## config.mk

```make
export PLATFORM = sky130hd
export DESIGN_NAME = regfile_writeback
export DESIGN_NICKNAME = d
export VERILOG_FILES = /design/src/rtl/regfile_writeback_pkg.sv /design/src/rtl/regfile_writeback_wb_match.sv /design/src/rtl/regfile_writeback.sv
export SDC_FILE = /design/constraint.sdc
export NUM_CORES = 1
export LEC_CHECK = 0
export ABC_AREA = 0
export BUFFER_PORTS_ARGS = -buffer_cell sky130_fd_sc_hd__buf_2
export CORE_MARGIN = 2
export CORE_UTILIZATION = 60
export CTS_CLUSTER_DIAMETER = 40
export CTS_CLUSTER_SIZE = 12
export DETAILED_ROUTE_END_ITERATION = 7
export PLACE_DENSITY = 0.89
export SYNTH_ARGS = -nofsm -noshare
export SYNTH_HDL_FRONTEND = slang
export SYNTH_SLANG_ARGS = --single-unit
export TNS_END_PERCENT = 30
```

## constraint.sdc

```tcl
create_clock -name CLK -period 5.2 [get_ports CLK]
set_input_delay 0.26 -clock CLK [delete_from_list [all_inputs] [get_ports CLK]]
set_output_delay 0.26 -clock CLK [all_outputs]
set_load 0.02 [all_outputs]
```

## src/rtl/regfile_writeback_pkg.sv

```systemverilog
// Shared definitions for the register file writeback slice: width defaults,
// the hard-wired zero register index and a constant-foldable clog2.
package regfile_writeback_pkg;

    localparam int unsigned DATA_WIDTH_DEF = 32;
    localparam int unsigned ADDR_WIDTH_DEF = 5;
    localparam int unsigned REG_ZERO       = 0;

    function automatic int unsigned clog2(input int unsigned value);
        int unsigned result;
        result = 0;
        for (int unsigned i = 0; i < 32; i++) begin
            if ((32'd1 << i) < value) begin
                result = i + 1;
            end
        end
        return result;
    endfunction

endpackage

```

## src/rtl/regfile_writeback_wb_match.sv

```systemverilog
// Youngest-match finder: scans queue entries oldest to youngest starting at
// rd_ptr so the last valid match (nearest wr_ptr) wins.
module wb_match
    import regfile_writeback_pkg::*;
#(
    parameter int unsigned DATA_WIDTH = DATA_WIDTH_DEF,
    parameter int unsigned ADDR_WIDTH = ADDR_WIDTH_DEF,
    parameter int unsigned DEPTH      = 4
) (
    input  logic [DEPTH-1:0][ADDR_WIDTH-1:0] entry_rd,
    input  logic [DEPTH-1:0][DATA_WIDTH-1:0] entry_data,
    input  logic [DEPTH-1:0]                 entry_valid,
    input  logic [clog2(DEPTH)-1:0]          rd_ptr,
    input  logic [ADDR_WIDTH-1:0]            addr,
    output logic                             hit,
    output logic [DATA_WIDTH-1:0]            data
);

    localparam int unsigned PW = clog2(DEPTH);

    logic [PW-1:0] idx;

    always_comb begin
        hit  = 1'b0;
        data = '0;
        idx  = rd_ptr;
        for (int unsigned age = 0; age < DEPTH; age++) begin
            idx = rd_ptr + PW'(age);
            if (entry_valid[idx] && (entry_rd[idx] == addr) &&
                (addr != ADDR_WIDTH'(REG_ZERO))) begin
                hit  = 1'b1;
                data = entry_data[idx];
            end
        end
    end

endmodule

```

## src/rtl/regfile_writeback.sv

```systemverilog
// Register file writer: in-order queue fed by LSU and ALU, drained at one
// write per cycle, with forwarding of queued values to two decode ports.
module regfile_writeback
    import regfile_writeback_pkg::*;
#(
    parameter int unsigned DATA_WIDTH = DATA_WIDTH_DEF,
    parameter int unsigned ADDR_WIDTH = ADDR_WIDTH_DEF,
    parameter int unsigned DEPTH      = 4
) (
    input  logic                  CLK,
    input  logic                  RES,
    input  logic                  lsu_valid,
    output logic                  lsu_ready,
    input  logic [ADDR_WIDTH-1:0] lsu_rd,
    input  logic [DATA_WIDTH-1:0] lsu_data,
    input  logic                  alu_valid,
    output logic                  alu_ready,
    input  logic [ADDR_WIDTH-1:0] alu_rd,
    input  logic [DATA_WIDTH-1:0] alu_data,
    output logic [DATA_WIDTH-1:0] D,
    output logic [ADDR_WIDTH-1:0] A_D,
    output logic                  write_enable,
    input  logic [ADDR_WIDTH-1:0] fwd_addr0,
    input  logic [ADDR_WIDTH-1:0] fwd_addr1,
    output logic                  fwd_hit0,
    output logic                  fwd_hit1,
    output logic [DATA_WIDTH-1:0] fwd_data0,
    output logic [DATA_WIDTH-1:0] fwd_data1,
    output logic                  wb_empty
);

    localparam int unsigned PW = clog2(DEPTH);
    localparam int unsigned CW = PW + 1;
    localparam logic [CW-1:0] LSU_LIMIT = CW'(DEPTH - 1);
    localparam logic [CW-1:0] ALU_LIMIT = CW'(DEPTH - 2);

    logic [DEPTH-1:0][ADDR_WIDTH-1:0] q_rd;
    logic [DEPTH-1:0][DATA_WIDTH-1:0] q_data;
    logic [DEPTH-1:0]                 q_valid;
    logic [PW-1:0]                    rd_ptr;
    logic [PW-1:0]                    wr_ptr;
    logic [PW-1:0]                    alu_slot;
    logic [PW-1:0]                    slot;
    logic [CW-1:0]                    count;
    logic                             lsu_push;
    logic                             alu_push;
    logic                             pop;

    // Ready looks only at the registered count, so a pop this cycle never
    // opens a slot early; ALU needs one more free slot since LSU goes first.
    assign lsu_ready = (count <= LSU_LIMIT);
    assign alu_ready = (count <= ALU_LIMIT);

    assign lsu_push = lsu_valid && lsu_ready && (lsu_rd != ADDR_WIDTH'(REG_ZERO));
    assign alu_push = alu_valid && alu_ready && (alu_rd != ADDR_WIDTH'(REG_ZERO));
    assign alu_slot = wr_ptr + PW'(lsu_push);

    assign pop          = (count != '0);
    assign write_enable = pop;
    assign wb_empty     = !pop;
    assign D            = pop ? q_data[rd_ptr] : '0;
    assign A_D          = pop ? q_rd[rd_ptr] : '0;

    always_ff @(posedge CLK) begin
        if (RES) begin
            rd_ptr <= '0;
            wr_ptr <= '0;
            count  <= '0;
        end else begin
            rd_ptr <= rd_ptr + PW'(pop);
            wr_ptr <= wr_ptr + PW'(lsu_push) + PW'(alu_push);
            count  <= count + CW'(lsu_push) + CW'(alu_push) - CW'(pop);
        end
    end

    always_ff @(posedge CLK) begin
        if (!RES) begin
            if (lsu_push) begin
                q_rd[wr_ptr]   <= lsu_rd;
                q_data[wr_ptr] <= lsu_data;
            end
            if (alu_push) begin
                q_rd[alu_slot]   <= alu_rd;
                q_data[alu_slot] <= alu_data;
            end
        end
    end

    always_comb begin
        q_valid = '0;
        slot    = rd_ptr;
        for (int unsigned age = 0; age < DEPTH; age++) begin
            slot = rd_ptr + PW'(age);
            if (CW'(age) < count) begin
                q_valid[slot] = 1'b1;
            end
        end
    end

    wb_match #(
        .DATA_WIDTH(DATA_WIDTH),
        .ADDR_WIDTH(ADDR_WIDTH),
        .DEPTH     (DEPTH)
    ) u_match0 (
        .entry_rd   (q_rd),
        .entry_data (q_data),
        .entry_valid(q_valid),
        .rd_ptr     (rd_ptr),
        .addr       (fwd_addr0),
        .hit        (fwd_hit0),
        .data       (fwd_data0)
    );

    wb_match #(
        .DATA_WIDTH(DATA_WIDTH),
        .ADDR_WIDTH(ADDR_WIDTH),
        .DEPTH     (DEPTH)
    ) u_match1 (
        .entry_rd   (q_rd),
        .entry_data (q_data),
        .entry_valid(q_valid),
        .rd_ptr     (rd_ptr),
        .addr       (fwd_addr1),
        .hit        (fwd_hit1),
        .data       (fwd_data1)
    );

endmodule

```

* After elaboration in Yosys (flattened, before gate mapping)
Cells that the tools add are included.
Word-level totals: bits in registers 155, latch bits 0, RAM bits 0, bits in read-only memories 0, memories 0
Cells by class: add/sub/neg operators 9, multipliers 0, div/mod/pow operators 0, $lt $le $gt $ge 18, equality and inequality tests 8, shifts and indexed selects 0, multiplexer cells 72, bitwise gates (word level) 3, reductions and logical operators 32
Operators with widths (number):
- $mux W32 | 15
- $mux W128 | 3
- $bmux W32 S2 | 4
- $bwmux W128 | 2
- $demux W32 S2 | 2
- $mux W20 | 3
- $bmux W5 S2 | 4
- $bwmux W20 | 2
- $eq A5 B5 Y1 | 8
- $mux W5 | 7
- $logic_and A1 B1 Y1 | 26
- $demux W5 S2 | 2
- $reduce_bool A5 Y1 | 4
- $lt A2 B3 Y1 const B | 6
- $mux W1 | 16
- $mux W4 | 4
- $ge A2 B1 Y1 const B | 6
- $or A4 B4 Y4 | 3
- $bmux W1 S2 | 4
- $demux W1 S2 | 4
- $add A2 B1 Y2 | 3
- $add A3 B1 Y3 | 2
- $le A3 B2 Y1 const B | 2
- $lt A1 B3 Y1 const A | 2
- 6 further kinds | 8

* Logic depth before layout (Yosys ltp)
depth after elaboration 19, mapped depth 13

* Modules after synthesis
A second synthesis with hierarchy kept.
Second synthesis, totals: cells, all modules 1949, area, all modules 20731.1 µm²
By module, submodules not included:
- wb_match | times used 2, cells an instance 654, area each 5387.7 µm²
- regfile_writeback | times used 1, cells an instance 641, area each 9955.8 µm²

* Worst setup path after synthesis
Ideal clock, no wire load.
kind register to output, from reg rd_ptr[1], to out fwd_data1[19], arrival 3525 ps, data required time 4940 ps, slack 1415 ps, stages on the path, launching flop included 14, cells stage by stage dfxtp_1 clkbuf_1 buf_2 inv_1 ha_1 buf_2 mux4_2 xnor2_1 nand4_1 a211oi_2 buf_2 nand2_1 o211a_1 o31ai_1
On the way: word-level cells in the longest chain between the ends 19
Ends and longest elaborated chain:
- from (decl) | line regfile_writeback.sv:40 | logic [PW-1:0] rd_ptr;
- from (signal assigned) | line regfile_writeback.sv:70 | rd_ptr <= rd_ptr + PW'(pop);
- $add A2 B1 Y2, or another cell as far along | line regfile_writeback_wb_match.sv:28, regfile_writeback.sv:93
- $lt A2 B3 Y1 (not written as such), or another cell as far along | line regfile_writeback.sv:95 | q_valid[slot] = 1'b1;
- $logic_and A1 B1 Y1 (not written as such) or $mux W1 (tied branches) | line regfile_writeback.sv:95
- $mux W1 (not written as such) or $demux W1 S2 (tied branches) | line regfile_writeback.sv:95
- $demux W1 S2 or $mux W4 (tied branches) | line regfile_writeback.sv:95, regfile_writeback.sv:94
- $or A4 B4 Y4 (no source line)
- $mux W4 | line regfile_writeback.sv:94 | if (CW'(age) < count) begin
- $or A4 B4 Y4 (no source line)
- $mux W4 | line regfile_writeback.sv:94
- $or A4 B4 Y4 (no source line)
- $mux W4 | line regfile_writeback.sv:94
- $bmux W1 S2 | line regfile_writeback_wb_match.sv:29 | if (entry_valid[idx] && (entry_rd[idx] == addr) &&
- $mux W1 (not written as such) | line regfile_writeback_wb_match.sv:29
- $logic_and A1 B1 Y1 (2 in a row) | line regfile_writeback_wb_match.sv:29
- $mux W32 (3 in a row) | line regfile_writeback_wb_match.sv:29
- $mux W32 * | line regfile_writeback_wb_match.sv:29
- to (decl) | line regfile_writeback.sv:28 | output logic [DATA_WIDTH-1:0] fwd_data1,
Mark *: on every way between the ends. The rest lies on a longest branch, timed or not. The select of a mux whose other input is x is not followed.

* Final worst setup path
from reg rd_ptr[1], to out fwd_data1[26]
Same word-level chain as after synthesis.

==> summary.txt <==
Outcome
  • Status: finished, final reports clean

Critical path
  • Slowest-stage cell, CP: dfxtp_4
  • Crit path buf inv count: 3
  • Worst Path Arrival: around 4600 ps
  • Crit path cell chain: buf_4, ha_1, a22oi_1, o21ai_0, o221ai_1, a211oi_2, nand2b_2, buf_4, o211a_1, o31ai_2, buf_2
  • Worst path most repeated cell: buf_4
  • Setup CP Type: register to output pin
  • CP delay by family, top: compound AO/OA/AOI/OAI gates
  • Worst-path fanout max: 31
  • Largest stage delay, worst path: between 500 and 600 ps
  • WP data required: just under 5000 ps
  • Crit. End Element: output pin
  • CP Launch Type: register

Place
  • Placed inst area: 15900 um2
  • Port Buffers: 194
  • Inst Count DP: between 1500 and 2000
  • Dpl hpwl: 28900 um
  • Gpl congestion: 0.938

Floorplan
  • Initial Util: 0.608
  • Die width: roughly 160 um
  • Die Height: roughly 160 um
  • Die Area: between 20000 and 30000 um2
  • Core area: roughly 24000 um2
  • Ports: about 200
  • # rows: 57

Pwr
  • Switch share: 0.460
  • Final Power: ~11 mW
  • Flop pwr share: 0.243
  • Power share of the clock group: 0.127
  • Pwr Density: 642 nW/um2
  • Leakage power: 6.63 nW
  • P_int: approximately 5.7 mW
  • Worst vdd ir: between 0.4 and 0.5 mV
  • Combinational share of power: 0.630
  • NetSw: approximately 5 mW

Global routing
  • GR Overflow Total: 0
  • Largest net degree at the start of global routing: 108
  • First-pass GRT wire length: 72300 um
  • Gr usage total: 0.358
  • Vias in the first global route: 13300
  • Initial antenna violation count: 6

Layout
  • Total Nets Final: between 1500 and 2000
  • Area grow syn2layout: 11.8%
  • Number of cells in the finished layout apart from fillers: between 1500 and 2000
  • Share of layout cells above drive strength 1: 0.305
  • Design area: 16500 um2

Logic synthesis
  • Synth Register Bits: around 160
  • Synth area leaders: edfxtp_1, mux4_2, mux2i_1, nand2_1, o21ai_0
  • Number of enable flip-flop cells after synthesis: roughly 150
  • Synth top area share: 0.301
  • Ys flop type: edfxtp_1
  • Yosys Warn Count: 0
  • Post-synthesis net count: between 1500 and 2000
  • Most common cell in the netlist: nand2_1
  • Post-synth top area cell: edfxtp_1
  • Post-synth top cells: nand2_1, edfxtp_1, mux2i_1, mux4_2, nor2_1
  • Syn Inst Count: around 1400
  • Mapped Area: roughly 15000 um2
  • Post-synthesis sequential area ratio: 0.311
  • Syn avg cell area: between 10 and 15 um2
  • Async set-reset flop share out of synthesis: 0
  • Library cells used by synthesis: 50

Clock tree
  • CTS tree: built
  • Postcts setup bufs: 0
  • Clock Latency Late Sink: between 400 and 500 ps
  • H-tree levels: 4
  • Root buf cell: clkbuf_16
  • Num CTS Buffers: 17
  • CTS resizes: 0
  • Hold Buf Count CTS: 0
  • Clock sink count: ~160
  • CTS clk-pin slew, worst paths: about 60 ps
  • Longest Clk Path Bufs: 2

Worst hold path
  • Hold/Removal Path Class: input pin to register

STA
  • Worst-margin pin slew: 1060 ps
  • Final hold vios: 0
  • Fin crit share: 0.942
  • Slew Viols, Final: 0
  • Period minus WS final: roughly 5000 ps
  • Setup TNS: 0 ps
  • Skew final: slightly above 8 ps
  • RSZ-0062 raised after global routing: no
  • Slew HR: 0.296
  • Max Freq: 204 MHz
  • Final Setup Violations: 0

Route
  • Via count: roughly 14000
  • DRT Pass-1 Iters: 8
  • Detailed Route WL: roughly 47000 um
  • DR iter-0 viols: between 2000 and 2500
  • DRC: 0
  • ANT nets after route: 0
  • Via-to-Cell Ratio: ~7.3
  • Wirelength per Cell: approximately 25 um

Run
  • Max-Cap Viols: 0
[final cells by class]
| type | count | area (um2) |
|---|---|---|
| timing repair buffer | 222 | 1230 |
| clock inverter | 11 | 175 |
| tap | 324 | 405 |
| sequential | 155 | 4590 |
| clock buffer | 20 | 437 |
| antenna | 3 | 7.51 |
| inverter | 43 | 166 |
| fill | 1714 | 7750 |
| multi-input combinational | 1074 | 9480 |
[layout by cell type (no fill, tap or decap), types with 4 or more instances in the layout]
cell	n
o21ai_1	31
buf_4	24
o21ai_0	113
o221ai_1	8
xnor2_1	28
dfxtp_1	5
buf_12	4
mux4_2	148
nor4_1	4
mux2i_1	148
nand2b_1	5
nor2b_1	11
nor3_1	4
inv_1	42
xor2_1	14
o31ai_2	29
a211oi_1	4
buf_2	194
bufinv_16	5
a221oi_1	11
nor3_2	4
a21oi_1	77
nand2_1	178
clkinv_1	4
edfxtp_1	148
ha_1	11
clkbuf_16	17
o211a_1	31
a221oi_2	20
nor2_1	147
[power groups by stage]
stage          logic, mW  clock network, mW  registers (mW)
5_1_grt             7.06               1.39            2.61
4_1_cts             6.57               1.35            2.53
3_5_place_dp        6.48                  0            2.53
3_3_place_gp        6.28                  0            2.46
6_report            6.68               1.35            2.57
2_1_floorplan       5.07                  0            2.28
[registers in the layout (all words and copies together), names as in the netlist]
signal	count
q_rd	20
count	3
wr_ptr	2
q_data	128
rd_ptr	2
[kinds of logic (layout without fill, tap and decap cells)]
logic type	after synthesis	in the layout	share of synthesized area
flip-flops	155	155	0.311
AND/OR/NAND/NOR	380	380	0.107
adder cells (fa/ha/maj)	14	14	0.0129
XOR/XNOR	42	42	0.0249
buffers and inverters	177	296	0.0530
AO/OA/AOI/OAI	342	342	0.165
other	0	3	0
multiplexers	296	296	0.326
[through the flow]
step           setup WS, ps  utilization  hold slack (ps)
6_report                304        0.680              150
2_1_floorplan          1410            -              332
3_5_place_dp            919        0.655              587
3_3_place_gp           1040        0.655              583
4_1_cts                 404        0.680              144
5_1_grt                92.5        0.680              165
[final timing paths]
check,slack (ps),cells past startpoint,to,from
min,150,3,q_data[9],alu_data[9]
max,300,11,fwd_data1[26],rd_ptr[1]
min reg2reg,740,2,q_data[23],q_data[23]
max reg2reg,1730,8,q_data[58],count[2]
[worst register-to-register path, cell delays in order (launching register included)]
cell      delay, ps
dfxtp_1         430
inv_1           210
ha_1            410
o21bai_1        250
o211ai_1        230
inv_1           310
nand3_4         780
nor2_1          440
a21oi_1         110
[per-layer routing]
| metal | wire (um) | global-route usage | up-vias |
|---|---|---|---|
| met5 | 52 | 0 | - |
| met4 | 2590 | 0.216 | 8 |
| met3 | 6280 | 0.0883 | 283 |
| met2 | 22100 | 0.563 | 1229 |
| met1 | 15500 | 0.450 | 6444 |
| li1 | - | - | 5583 |
Power figures use the tool's default switching activity.
